`config.mk`:
```
export PLATFORM = sky130hd
export DESIGN_NAME = inst_encoder
export DESIGN_NICKNAME = d
export VERILOG_FILES = /design/src/rtl/inst_encoder.sv
export SDC_FILE = /design/constraint.sdc
export NUM_CORES = 1
export LEC_CHECK = 0
export ABC_AREA = 1
export CAP_MARGIN = 20
export CELL_PAD_IN_SITES_DETAIL_PLACEMENT = 0
export CELL_PAD_IN_SITES_GLOBAL_PLACEMENT = 1
export CORE_MARGIN = 2
export CORE_UTILIZATION = 39
export CTS_CLUSTER_DIAMETER = 60
export DETAILED_ROUTE_END_ITERATION = 7
export GPL_ROUTABILITY_DRIVEN = 0
export PLACE_DENSITY = 0.79
export SYNTH_ARGS = -nofsm -noshare
export SYNTH_HDL_FRONTEND = slang
export SYNTH_SLANG_ARGS = --single-unit
```
`constraint.sdc`:
```
create_clock -name clk -period 8.6 [get_ports clk]
set_input_delay 2.58 -clock clk [delete_from_list [all_inputs] [get_ports clk]]
set_output_delay 2.58 -clock clk [all_outputs]
set_load 0.02 [all_outputs]
```
`src/rtl/inst_encoder.sv`:
```
// Packs decoded RV32I fields plus a signed immediate into an instruction word; 2-cycle latency.
// Valid/ready on both sides; a stalled output freezes stage 2 and in_ready drops once stage 1 is also full.
module inst_encoder #(
   parameter int          ERR_CNT_W = 8,
   parameter logic [31:0] NOP_INST  = 32'h00000013
) (
   input  logic                 clk,
   input  logic                 rst,
   input  logic                 in_valid,
   output logic                 in_ready,
   input  logic [6:0]           in_opcode,
   input  logic [4:0]           in_rd,
   input  logic [4:0]           in_rs1,
   input  logic [4:0]           in_rs2,
   input  logic [2:0]           in_funct3,
   input  logic [6:0]           in_funct7,
   input  logic [31:0]          in_imm,
   output logic                 out_valid,
   input  logic                 out_ready,
   output logic [31:0]          out_inst,
   output logic                 out_err,
   output logic [ERR_CNT_W-1:0] err_count
);

   typedef enum logic [2:0] {FMT_I, FMT_S, FMT_B, FMT_U, FMT_J, FMT_R} fmt_t;

   logic                 r_s1_valid;
   fmt_t                 r_s1_fmt;
   logic                 r_s1_err;
   logic [6:0]           r_s1_op;
   logic [4:0]           r_s1_rd;
   logic [4:0]           r_s1_rs1;
   logic [4:0]           r_s1_rs2;
   logic [2:0]           r_s1_f3;
   logic [6:0]           r_s1_f7;
   logic [31:0]          r_s1_imm;
   logic                 r_s2_valid;
   logic [31:0]          r_out_inst;
   logic                 r_out_err;
   logic [ERR_CNT_W-1:0] r_err_count;

   fmt_t        w_fmt;
   logic        w_op_ok;
   logic        w_imm_ok;
   logic        w_fits12;
   logic        w_fits13;
   logic        w_fits21;
   logic        w_s1_adv;
   logic [31:0] w_pack;

   assign w_s1_adv  = !r_s2_valid || out_ready;
   assign in_ready  = !r_s1_valid || w_s1_adv;
   assign out_valid = r_s2_valid;
   assign out_inst  = r_out_inst;
   assign out_err   = r_out_err;
   assign err_count = r_err_count;

   // A value fits an N-bit signed field when bits [31:N-1] are all sign copies.
   assign w_fits12 = (&in_imm[31:11]) || !(|in_imm[31:11]);
   assign w_fits13 = (&in_imm[31:12]) || !(|in_imm[31:12]);
   assign w_fits21 = (&in_imm[31:20]) || !(|in_imm[31:20]);

   always_comb begin
      w_fmt   = FMT_R;
      w_op_ok = 1'b1;
      case (in_opcode)
         7'b0000011, 7'b0010011, 7'b1100111: w_fmt = FMT_I;
         7'b0100011:                         w_fmt = FMT_S;
         7'b1100011:                         w_fmt = FMT_B;
         7'b0110111, 7'b0010111:             w_fmt = FMT_U;
         7'b1101111:                         w_fmt = FMT_J;
         7'b0110011:                         w_fmt = FMT_R;
         default:                            w_op_ok = 1'b0;
      endcase
      case (w_fmt)
         FMT_I, FMT_S: w_imm_ok = w_fits12;
         FMT_B:        w_imm_ok = w_fits13 && !in_imm[0];
         FMT_U:        w_imm_ok = (in_imm[11:0] == 12'd0);
         FMT_J:        w_imm_ok = w_fits21 && !in_imm[0];
         default:      w_imm_ok = 1'b1;
      endcase
   end

   always_ff @(posedge clk) begin
      if (rst)
         r_s1_valid <= 1'b0;
      else if (in_ready)
         r_s1_valid <= in_valid;
      if (in_valid && in_ready) begin
         r_s1_fmt <= w_fmt;
         r_s1_err <= !w_op_ok || !w_imm_ok;
         r_s1_op  <= in_opcode;
         r_s1_rd  <= in_rd;
         r_s1_rs1 <= in_rs1;
         r_s1_rs2 <= in_rs2;
         r_s1_f3  <= in_funct3;
         r_s1_f7  <= in_funct7;
         r_s1_imm <= in_imm;
      end
   end

   always_comb begin
      case (r_s1_fmt)
         FMT_I:   w_pack = {r_s1_imm[11:0], r_s1_rs1, r_s1_f3, r_s1_rd, r_s1_op};
         FMT_S:   w_pack = {r_s1_imm[11:5], r_s1_rs2, r_s1_rs1, r_s1_f3, r_s1_imm[4:0], r_s1_op};
         FMT_B:   w_pack = {r_s1_imm[12], r_s1_imm[10:5], r_s1_rs2, r_s1_rs1, r_s1_f3,
                            r_s1_imm[4:1], r_s1_imm[11], r_s1_op};
         FMT_U:   w_pack = {r_s1_imm[31:12], r_s1_rd, r_s1_op};
         FMT_J:   w_pack = {r_s1_imm[20], r_s1_imm[10:1], r_s1_imm[11], r_s1_imm[19:12],
                            r_s1_rd, r_s1_op};
         default: w_pack = {r_s1_f7, r_s1_rs2, r_s1_rs1, r_s1_f3, r_s1_rd, r_s1_op};
      endcase
      if (r_s1_err)
         w_pack = NOP_INST;
   end

   always_ff @(posedge clk) begin
      if (rst) begin
         r_s2_valid  <= 1'b0;
         r_out_inst  <= 32'd0;
         r_out_err   <= 1'b0;
         r_err_count <= '0;
      end else begin
         if (w_s1_adv) begin
            r_s2_valid <= r_s1_valid;
            if (r_s1_valid) begin
               r_out_inst <= w_pack;
               r_out_err  <= r_s1_err;
            end
         end
         // Counted when the rejected word leaves, so a dropped word is never counted.
         if (r_s2_valid && out_ready && r_out_err && !(&r_err_count))
            r_err_count <= r_err_count + {{(ERR_CNT_W-1){1'b0}}, 1'b1};
      end
   end

endmodule

```
==> impl_results.md, run 1 <==
* Area leader, netlist: edfxtp_1
* Post-Syn Area at 0.00453 mm^2
* Synth unique cells at 25
* Compound-gate portion of the synthesized area at 9.18%
* Fraction of layout cells with a size suffix above 1 at 5.84%
* PostCTS Resize Cnt at 0
* CP startpoint kind: input port
* PwrDens at 186 mW/mm^2
* Design Power at 1.13 mW
* Post-synthesis mux area share at 1.33%
* Hold Buf Count CTS at 0
* Synth Instances at 469
* Synth warn at 0
* Slew @ Worst Pin at 0.860 ns
* Met2 WL post-DR at 5190 um
* Floorplan die width at 112 um
* Initial DRT Pass Iterations at 4
* Port-buffer cells at 110
* Final WS setup at 2.18 ns
* XOR/XNOR share of the synthesized area at 0%
* Tot GR Track Use at 16.9%
* Required @ worst endpoint at 6.02 ns
* First-pass GRT wire length at 16300 um
* Synth-to-Final Area Change at 34.0%
* Peak supply drop at 0.0000938 V
* Syn avg cell area at 9.65 um^2
* Final worst-path cycle share at 74.7%
* Placed Area at 0.00575 mm^2
* Vias in the first global route at 3253
* Routed WL per cell at 14.3 um
* Setup Buffers After CTS at 0
* Synth top area cells: edfxtp_1, dfxtp_1, nand2_1, a21oi_1, nor2_1
* Overflow after GRT at 0
* Highest routed layer: met4
* Leakage at 2.25 nW
* Min Tclk post-route at 6.42 ns
* MaxCap Viol Count at 0
* Synth Area in Adders at 0.276%
* Worst-path maximum fanout at 3
* # DRC at 0
* Via count at 3472
* Skew final at 0.00720 ns
* WL final at 10400 um
* Slew headroom at 42.7%
* Maximum operating frequency at 156 MHz
* M1 WL at 4550 um
* DR iter-0 viols at 190
* Worst Setup End Kind: output pin
* Pre-CTS setup slack at 2.19 ns
* WL met3 at 508 um
* Clock Pin Slew Worst Setup and Hold Paths at 0.07 ns
* Fin Setup TNS at 0 ns
* Via density at 4.79
* Syn nets at 538
* CP Class: input port to output pin
* Clock insertion delay at the later pin of the skew report at 0.35 ns
* Final Max Tran Viols at 0
* Filler Cells Inserted at 1049
* CTS max path bufs at 2
* Post-layout util at 53.3%
* Sequential area share after synthesis at 64.1%
* Largest family of logic cells by synthesized area: simple AND/OR/NAND/NOR gates
* Post-detail-place hpwl at 7570 um
* # rows at 39
* Largest net degree at the start of global routing at 69
* Ports at 111
* Clock root buffer: clkbuf_16
* Final instance area at 0.00606 mm^2
* Core area at 0.0114 mm^2
* H-tree Lvls at 3
* Antenna violations before repair at 0
* Worst Hold Class: flop to flop
* Register bit count reported by yosys at 111
* Setup violators final at 0
* Hold Path Stages at 2
* Nets at 646
* Simple-gate share of the synthesized area at 19.9%
* Outcome: complete, no violations
* CTS tree: done
* Worst Path Arrival at 3.84 ns
* Cts bufs inserted at 9
* DIE HEIGHT at 112 um
* Sink Count at 111
* Worst-case reg-to-reg path depth at 7
* Post-synth top area share at 45.1%
* RSZ-0062 raised after global routing: no
* Fin. Hold Viols at 0
* Die area at 0.0125 mm^2
* Ant. Diodes at 0
* ANT nets after route at 0
* Initial core utilization at 39.8%
-- cell families after synthesis --
| logic type | Yosys count |
|---|---|
| buffers and inverters | 56 |
| AOI/OAI and AO/OA | 74 |
| adders and majority gates | 1 |
| DFF | 111 |
| muxes | 4 |
| and+or+nand+nor | 223 |
-- cell usage in the layout (no fill, tap or decap), types with 6 or more instances in the layout --
cell	count
nand3_1	31
clkbuf_16	10
nand2_1	140
clkdlybuf4s50_1	110
o21ai_0	9
inv_1	34
dfxtp_1	43
nor2_1	42
o211ai_1	6
o21ai_1	14
edfxtp_1	68
a21oi_1	37
-- critical path, cell delays in order --
cell,delay (ns)
clkdlybuf4s50_1,0.46
inv_1,0.06
nand3_1,0.12
clkdlybuf4s50_1,0.62
-- path summary, 6_finish.rpt --
kind                    start      endpoint  slack (ns)
hold reg to reg   out_inst[3]   out_inst[3]        0.46
setup reg to reg  r_s1_fmt[1]  out_inst[19]        6.70
setup / recovery    out_ready      in_ready        2.18
hold / removal    out_inst[3]   out_inst[3]        0.46
-- where the power goes --
group	internal, mW	switching [mW]	total (mW)
Clock	0.244	0.188	0.432
Combinational	0.0476	0.0493	0.0969
Sequential	0.589	0.00823	0.597
Total	0.881	0.245	1.13
-- synthesized netlist by cell type, drive strengths merged --
library cell	number
ha	1
o21ai	23
nand2	140
nor3b	1
edfxtp	68
o22ai	2
o21ba	1
o221a	2
o211ai	6
a21oi	37
clkbuf	8
buf	9
nand4	5
inv	39
nor2	45
o31ai	1
mux2	4
nand3	31
nor3	1
dfxtp	43
o221ai	2
-- through the flow --
| step | hold slack [ns] | cells |
|---|---|---|
| 2_1_floorplan | 0.465 | 469 |
| 3_3_place_gp | 0.454 | 709 |
| 3_5_place_dp | 0.457 | 709 |
| 4_1_cts | 0.468 | 725 |
| 5_1_grt | 0.487 | 725 |
| 6_report | 0.465 | 725 |
-- area by class of cell --
cell class                 count  area (um^2)  share of cell area, %
sequential                   111         2900                   47.9
multi-input combinational    302         1390                   22.9
timing repair buffer         114         1130                   18.7
clock buffer                  10          250                   4.13
tap                          143          179                   2.95
inverter                      39          146                   2.41
clock inverter                 6         65.1                   1.07
-- registers in the layout (all words and copies together) (netlist names), 3 cells and up --
name / flops
out_inst: 32
r_s1_imm: 32
err_count: 8
r_s1_f7: 7
r_s1_op: 7
r_s1_rd: 5
r_s1_rs1: 5
r_s1_rs2: 5
r_s1_f3: 3
r_s1_fmt: 3
-- metal layers --
layer  up-vias  GRT usage, %
met5         -             0
met4         0          6.01
met3         8          3.70
met2        83          28.4
met1      1586          21.5
li1       1795             -
Note: power is estimated with default switching activity, not from simulation.
==> run 2: changes to the inputs <==
CORE_UTILIZATION = 34   (was 39)
PLACE_DENSITY = 0.73   (was 0.79)
clock period = 5.3 ns   (was 8.6 ns; I/O delays follow)
==> run 2 against run 1 <==
Worst setup slack got worse by 1.3 ns. Global-route usage fell by 1.4 points. Clock skew barely moved. Critical endpoint unchanged. Highest routed layer unchanged.
==> impl_results.md, run 2 (synthesis gave the netlist of run 1 again) <==
* Outcome: complete, no violations
* Hold Path Stages at 2 (unchanged)
* Slew headroom at 40.0% (-2.6 points)
* Fin. Hold Viols at 0 (unchanged)
* Delay of the slowest cell on the worst path at 0.63 ns (about the same)
* PwrDens at 285 mW/mm^2 (+53%)
* Setup violators final at 0 (unchanged)
* Initial DRT Pass Iterations at 4 (unchanged)
* Skew final at 0.00674 ns (-0.000457 ns)
* Routed WL per cell at 14.1 um (-1.9%)
* Worst-case reg-to-reg path depth at 7 (unchanged)
* Required @ worst endpoint at 3.71 ns (-2.31 ns)
* Clock root buffer: clkbuf_16
* CTS tree: done
* Leakage at 2.23 nW (-0.73%)
* Filler Cells Inserted at 1301 (+24%)
* Final worst-path cycle share at 83.4%
* Post-layout util at 46.1% (-7.2 points)
* Via density at 4.59 (-4.2%)
* DIE HEIGHT at 119 um (+6.8%)
* Port-buffer cells at 110 (unchanged)
* Launch point of the worst reg-to-reg path: out_valid
* Worst Hold Class: flop to flop
* Critical-path cell list: clkdlybuf4s50_1, inv_1, nand3_1, clkdlybuf4s50_1
* Final instance area at 0.00605 mm^2 (-0.14%)
* RSZ-0062 raised after global routing: no
* Worst hold slack at 0.464 ns (-0.000299 ns)
* Min Tclk post-route at 4.42 ns
* WP buf/inv at 3 (unchanged)
* Initial core utilization at 34.4% (-5.4 points)
* Ant. Diodes at 0 (unchanged)
* CTS max path bufs at 2 (unchanged)
* Antenna violations before repair at 0 (unchanged)
* Setup slack, reg-to-reg at 3.24 ns (-3.46 ns)
* Placed Area at 0.00580 mm^2 (+0.85%)
* Slowest CP cell: clkdlybuf4s50_1
* Largest net degree at the start of global routing at 43 (-38%)
* Hold EP: out_inst[10]
* Overflow after GRT at 0 (unchanged)
* MaxCap Viol Count at 0 (unchanged)
* Most common cell after layout, fill and taps aside: nand2_1
* WL final at 10700 um (+2.7%)
* Cts bufs inserted at 9 (unchanged)
* First-pass GRT wire length at 17000 um (+4.2%)
* Final Max Tran Viols at 0 (unchanged)
* Slew @ Worst Pin at 0.898 ns (+0.0382 ns)
* Via count at 3481 (+0.26%)
* Maximum operating frequency at 226 MHz
* Hold Buf Count CTS at 0 (unchanged)
* # DRC at 0 (unchanged)
* PostCTS Resize Cnt at 0 (unchanged)
* Family with the most delay on the worst path: buffers and inverters
* Clock Pin Slew Worst Setup and Hold Paths at 0.06 ns (about the same)
* Reg-to-reg endpoint: out_inst[29]
* Sink Count at 111 (unchanged)
* Setup Buffers After CTS at 0 (unchanged)
* DR iter-0 viols at 223 (+17%)
* Peak supply drop at 0.000154 V (+65%)
* ANT nets after route at 0 (unchanged)
* Worst Path Arrival at 2.83 ns (-1.01 ns)
* Ports at 111 (unchanged)
* Tot GR Track Use at 15.5% (-1.4 points)
* Clock insertion delay at the later pin of the skew report at 0.34 ns (about the same)
* Floorplan die width at 119 um (+6.8%)
* Vias in the first global route at 3350 (+3.0%)
* H-tree Lvls at 3 (unchanged)
* Commonest cells after routing, fill and taps aside: nand2_1, clkdlybuf4s50_1, edfxtp_1
* Fin Setup TNS at 0 ns (unchanged)
* Die area at 0.0142 mm^2 (+14%)
* Core area at 0.0131 mm^2 (+16%)
* CP Class: input port to output pin
* CP startpoint kind: input port
* # rows at 42 (+7.7%)
* Synth-to-Final Area Change at 33.8%
* Worst Setup End Kind: output pin
* Worst-path maximum fanout at 3 (unchanged)
* Hold_sp: out_inst[10]
* Crit path top cell by count: clkdlybuf4s50_1
* Fraction of layout cells with a size suffix above 1 at 5.66% (-0.18 points)
* Nets at 647 (+0.15%)
* Post-detail-place hpwl at 8040 um (+6.3%)
==> run 2: how the worst max path moves through the flow <==
stage	from	depth (start not counted)	end	slack, ns
finish	out_ready	4	in_ready	0.88
global placement	out_ready	4	in_ready	0.89
global route	out_ready	4	in_ready	0.83
CTS	out_ready	4	in_ready	0.87
floorplan	out_ready	4	r_s1_err	1.59
detailed placement	out_ready	4	in_ready	0.87
==> run 2: final cells by class <==
class                   count  area [um^2]  share of cell area, %
multi-input cells         302         1390                   22.9
inverters                  39          146                   2.42
clock inverters             5         25.0                  0.413
well taps                 176          220                   3.64
repair buffers            115         1140                   18.8
flip-flops and latches    111         2900                   47.9
clock buffers              11          233                   3.84
==> run 2: routing by layer <==
metal	vias up	wire, um	track usage [%]
met5	-	0	0
met4	0	162	6.40
met3	9	389	2.35
li1	1793	-	-
met2	83	5130	25.3
met1	1596	4980	20.6
==> run 2: worst register-to-register path, stage by stage (launching register included) <==
cell and delay [ns]:
dfxtp_1 0.33, nand2_1 0.09, nand2_1 0.05, buf_4 0.24, nor2_2 0.66, buf_4 0.36
o211ai_1 0.13, a21oi_1 0.14
==> run 2: per-stage QoR <==
| stage | total power [mW] | cells | worst slack [ns] |
|---|---|---|---|
| after floorplan | 1.06 | 469 | 1.59 |
| after global placement | 1.15 | 743 | 0.894 |
| after detailed placement | 1.15 | 743 | 0.866 |
| after CTS | 1.75 | 759 | 0.868 |
| after global routing | 1.79 | 759 | 0.829 |
| final | 1.72 | 759 | 0.882 |
==> run 2: power breakdown <==
group | switching, mW | internal, mW | total [mW]
registers | 0.0134 | 0.956 | 0.970
clock network | 0.282 | 0.315 | 0.597
logic | 0.0807 | 0.0779 | 0.159
==> run 3: changes to the inputs <==
CORE_UTILIZATION = 37   (was 34)
PLACE_DENSITY = 0.75   (was 0.73)
clock period = 4.3 ns   (was 5.3 ns; I/O delays follow)
==> run 3 against run 2 <==
Hold slack barely moved. Core utilization up 4.5 points. Sequential share of layout area about the same. Critical path depth did not move. First-iteration DRC count shrank 4.0%. Global-route usage up 1.6 points. Register-to-register slack worse by 0.95 ns. Critical endpoint unchanged.
==> impl_results.md, run 3 (synthesis gave the netlist of run 1 again) <==
* Outcome: complete, no violations
* Synth-to-Final Area Change at 33.8% (about the same)
* Ant. Diodes at 0 (unchanged)
* Initial DRT Pass Iterations at 4 (unchanged)
* Antenna violations before repair at 0 (unchanged)
* PwrDens at 363 mW/mm^2 (+27%)
* Setup slack, reg-to-reg at 2.29 ns (-0.95 ns)
* Die area at 0.0131 mm^2 (-7.8%)
* Fin. Hold Viols at 0 (unchanged)
* Via count at 3470 (-0.32%)
* Worst-path maximum fanout at 3 (unchanged)
* Post-detail-place hpwl at 7840 um (-2.5%)
* PostCTS Resize Cnt at 0 (unchanged)
* Reg-to-reg endpoint: out_inst[13]
* Fraction of layout cells with a size suffix above 1 at 5.50% (-0.16 points)
* Commonest cells after routing, fill and taps aside: nand2_1, clkdlybuf4s50_1, edfxtp_1
* CTS max path bufs at 2 (unchanged)
* Gate power share at 8.9% (-0.3 points)
* Int Pwr at 1.72 mW (+27%)
* Design Power at 2.20 mW (+27%)
* Nets at 646 (-0.15%)
* MaxCap Viol Count at 0 (unchanged)
* RSZ-0062 raised after global routing: no
* Final worst-path cycle share at 88.6%
* Worst hold slack at 0.465 ns (+0.000493 ns)
* Hold EP: out_inst[31]
* Peak supply drop at 0.000190 V (+23%)
* First-pass GRT wire length at 16800 um (-0.77%)
* Skew final at 0.00912 ns (+0.00238 ns)
* Core area at 0.0120 mm^2 (-9.0%)
* Fin Setup TNS at 0 ns (unchanged)
* CP Class: input port to output pin
* Leakage at 2.24 nW (+0.44%)
* Hold_sp: out_inst[31]
* Cts bufs inserted at 9 (unchanged)
* H-tree Lvls at 3 (unchanged)
* Slew headroom at 56.7% (+17 points)
* # DRC at 0 (unchanged)
* Floorplan die width at 115 um (-4.0%)
* DIE HEIGHT at 115 um (-4.0%)
* Ports at 111 (unchanged)
* CP startpoint kind: input port
* Slew @ Worst Pin at 0.649 ns (-0.250 ns)
* Clock Pin Slew Worst Setup and Hold Paths at 0.07 ns (about the same)
* Maximum operating frequency at 263 MHz
* Port-buffer cells at 110 (unchanged)
* Switching part of the total at 21.9% (+0.14 points)
* Largest net degree at the start of global routing at 41 (-4.7%)
* Min Tclk post-route at 3.81 ns
* Launch point of the worst reg-to-reg path: r_s1_fmt[1]
* Setup violators final at 0 (unchanged)
* # rows at 40 (-4.8%)
* ANT nets after route at 0 (unchanged)
* Vias in the first global route at 3203 (-4.4%)
* Clock root buffer: clkbuf_16
* Routed WL per cell at 14.6 um (+4.1%)
* Via density at 4.76 (+3.8%)
* CTS tree: done
* Required @ worst endpoint at 3.01 ns (-0.70 ns)
* DR iter-0 viols at 214 (-4.0%)
* Psw at 482 uW (+28%)
* Overflow after GRT at 0 (unchanged)
* Worst Path Arrival at 2.52 ns (-0.31 ns)
* Clock insertion delay at the later pin of the skew report at 0.35 ns (about the same)
* Post-layout util at 50.6% (+4.5 points)
* Worst Setup End Kind: output pin
* Clock share of power at 36.8% (+2.2 points)
* Sink Count at 111 (unchanged)
* Tot GR Track Use at 17.1% (+1.6 points)
* Worst Hold Class: flop to flop
* Most common cell after layout, fill and taps aside: nand2_1
* Sequential fraction of design power at 54.3% (-1.9 points)
* Setup Buffers After CTS at 0 (unchanged)
* Worst-case reg-to-reg path depth at 7 (unchanged)
* Initial core utilization at 37.8% (+3.4 points)
* Hold Buf Count CTS at 0 (unchanged)
* WL final at 10700 um (about the same)
* Hold Path Stages at 2 (unchanged)
* Final Max Tran Viols at 0 (unchanged)
==> run 3: cell types whose count changed in the layout (fill, tap and decap cells not counted) <==
cell | before | now
clkinv_2 | 5 | 1
clkbuf_8 | 0 | 3
buf_4 | 5 | 3
buf_12 | 0 | 1
clkinv_4 | 0 | 1
==> run 3: worst max path at each step <==
stage	cells after the start	startpoint	slack, ns	to
floorplan	4	out_ready	0.89	r_s1_err
global placement	4	out_ready	0.50	in_ready
detailed placement	4	out_ready	0.50	in_ready
CTS	4	out_ready	0.49	in_ready
global route	4	out_ready	0.44	in_ready
finish	4	out_ready	0.49	in_ready
==> run 3: metrics by stage <==
step	instance area, um^2	cells	worst slack [ns]
2_1_floorplan	4530	469	0.891
3_3_place_gp	5770	713	0.501
3_5_place_dp	5770	713	0.502
4_1_cts	6050	729	0.494
5_1_grt	6050	729	0.439
6_report	6050	729	0.492
==> run 3: worst max-delay path, stage by stage <==
cell and delay (ns):
clkdlybuf4s50_1 0.45, inv_1 0.06, nand3_1 0.10, clkdlybuf4s50_1 0.61
==> run 3: power by group through the flow <==
stage          Combinational (mW)  Sequential, mW  Clock, mW
5_1_grt                     0.216            1.20      0.877
6_report                    0.195            1.19      0.808
4_1_cts                     0.198            1.19      0.830
3_5_place_dp                0.197            1.22          0
2_1_floorplan              0.0783            1.22          0
3_3_place_gp                0.194            1.22          0
==> run 3: metal layers <==
metal | vias up | track usage (%) | wire, um
li1 | 1799 | - | -
met1 | 1585 | 22.8 | 4820
met2 | 77 | 27.4 | 5230
met3 | 9 | 4.02 | 484
met4 | 0 | 5.61 | 132
met5 | - | 0 | 0
==> run 3: final cells by class <==
type                    instances  area [um^2]
clock buffers                  14          274
clock inverters                 2         13.8
fillers                      1137         5910
inverters                      39          146
multi-input cells             302         1390
flip-flops and latches        111         2900
well taps                     147          184
repair buffers                114         1140
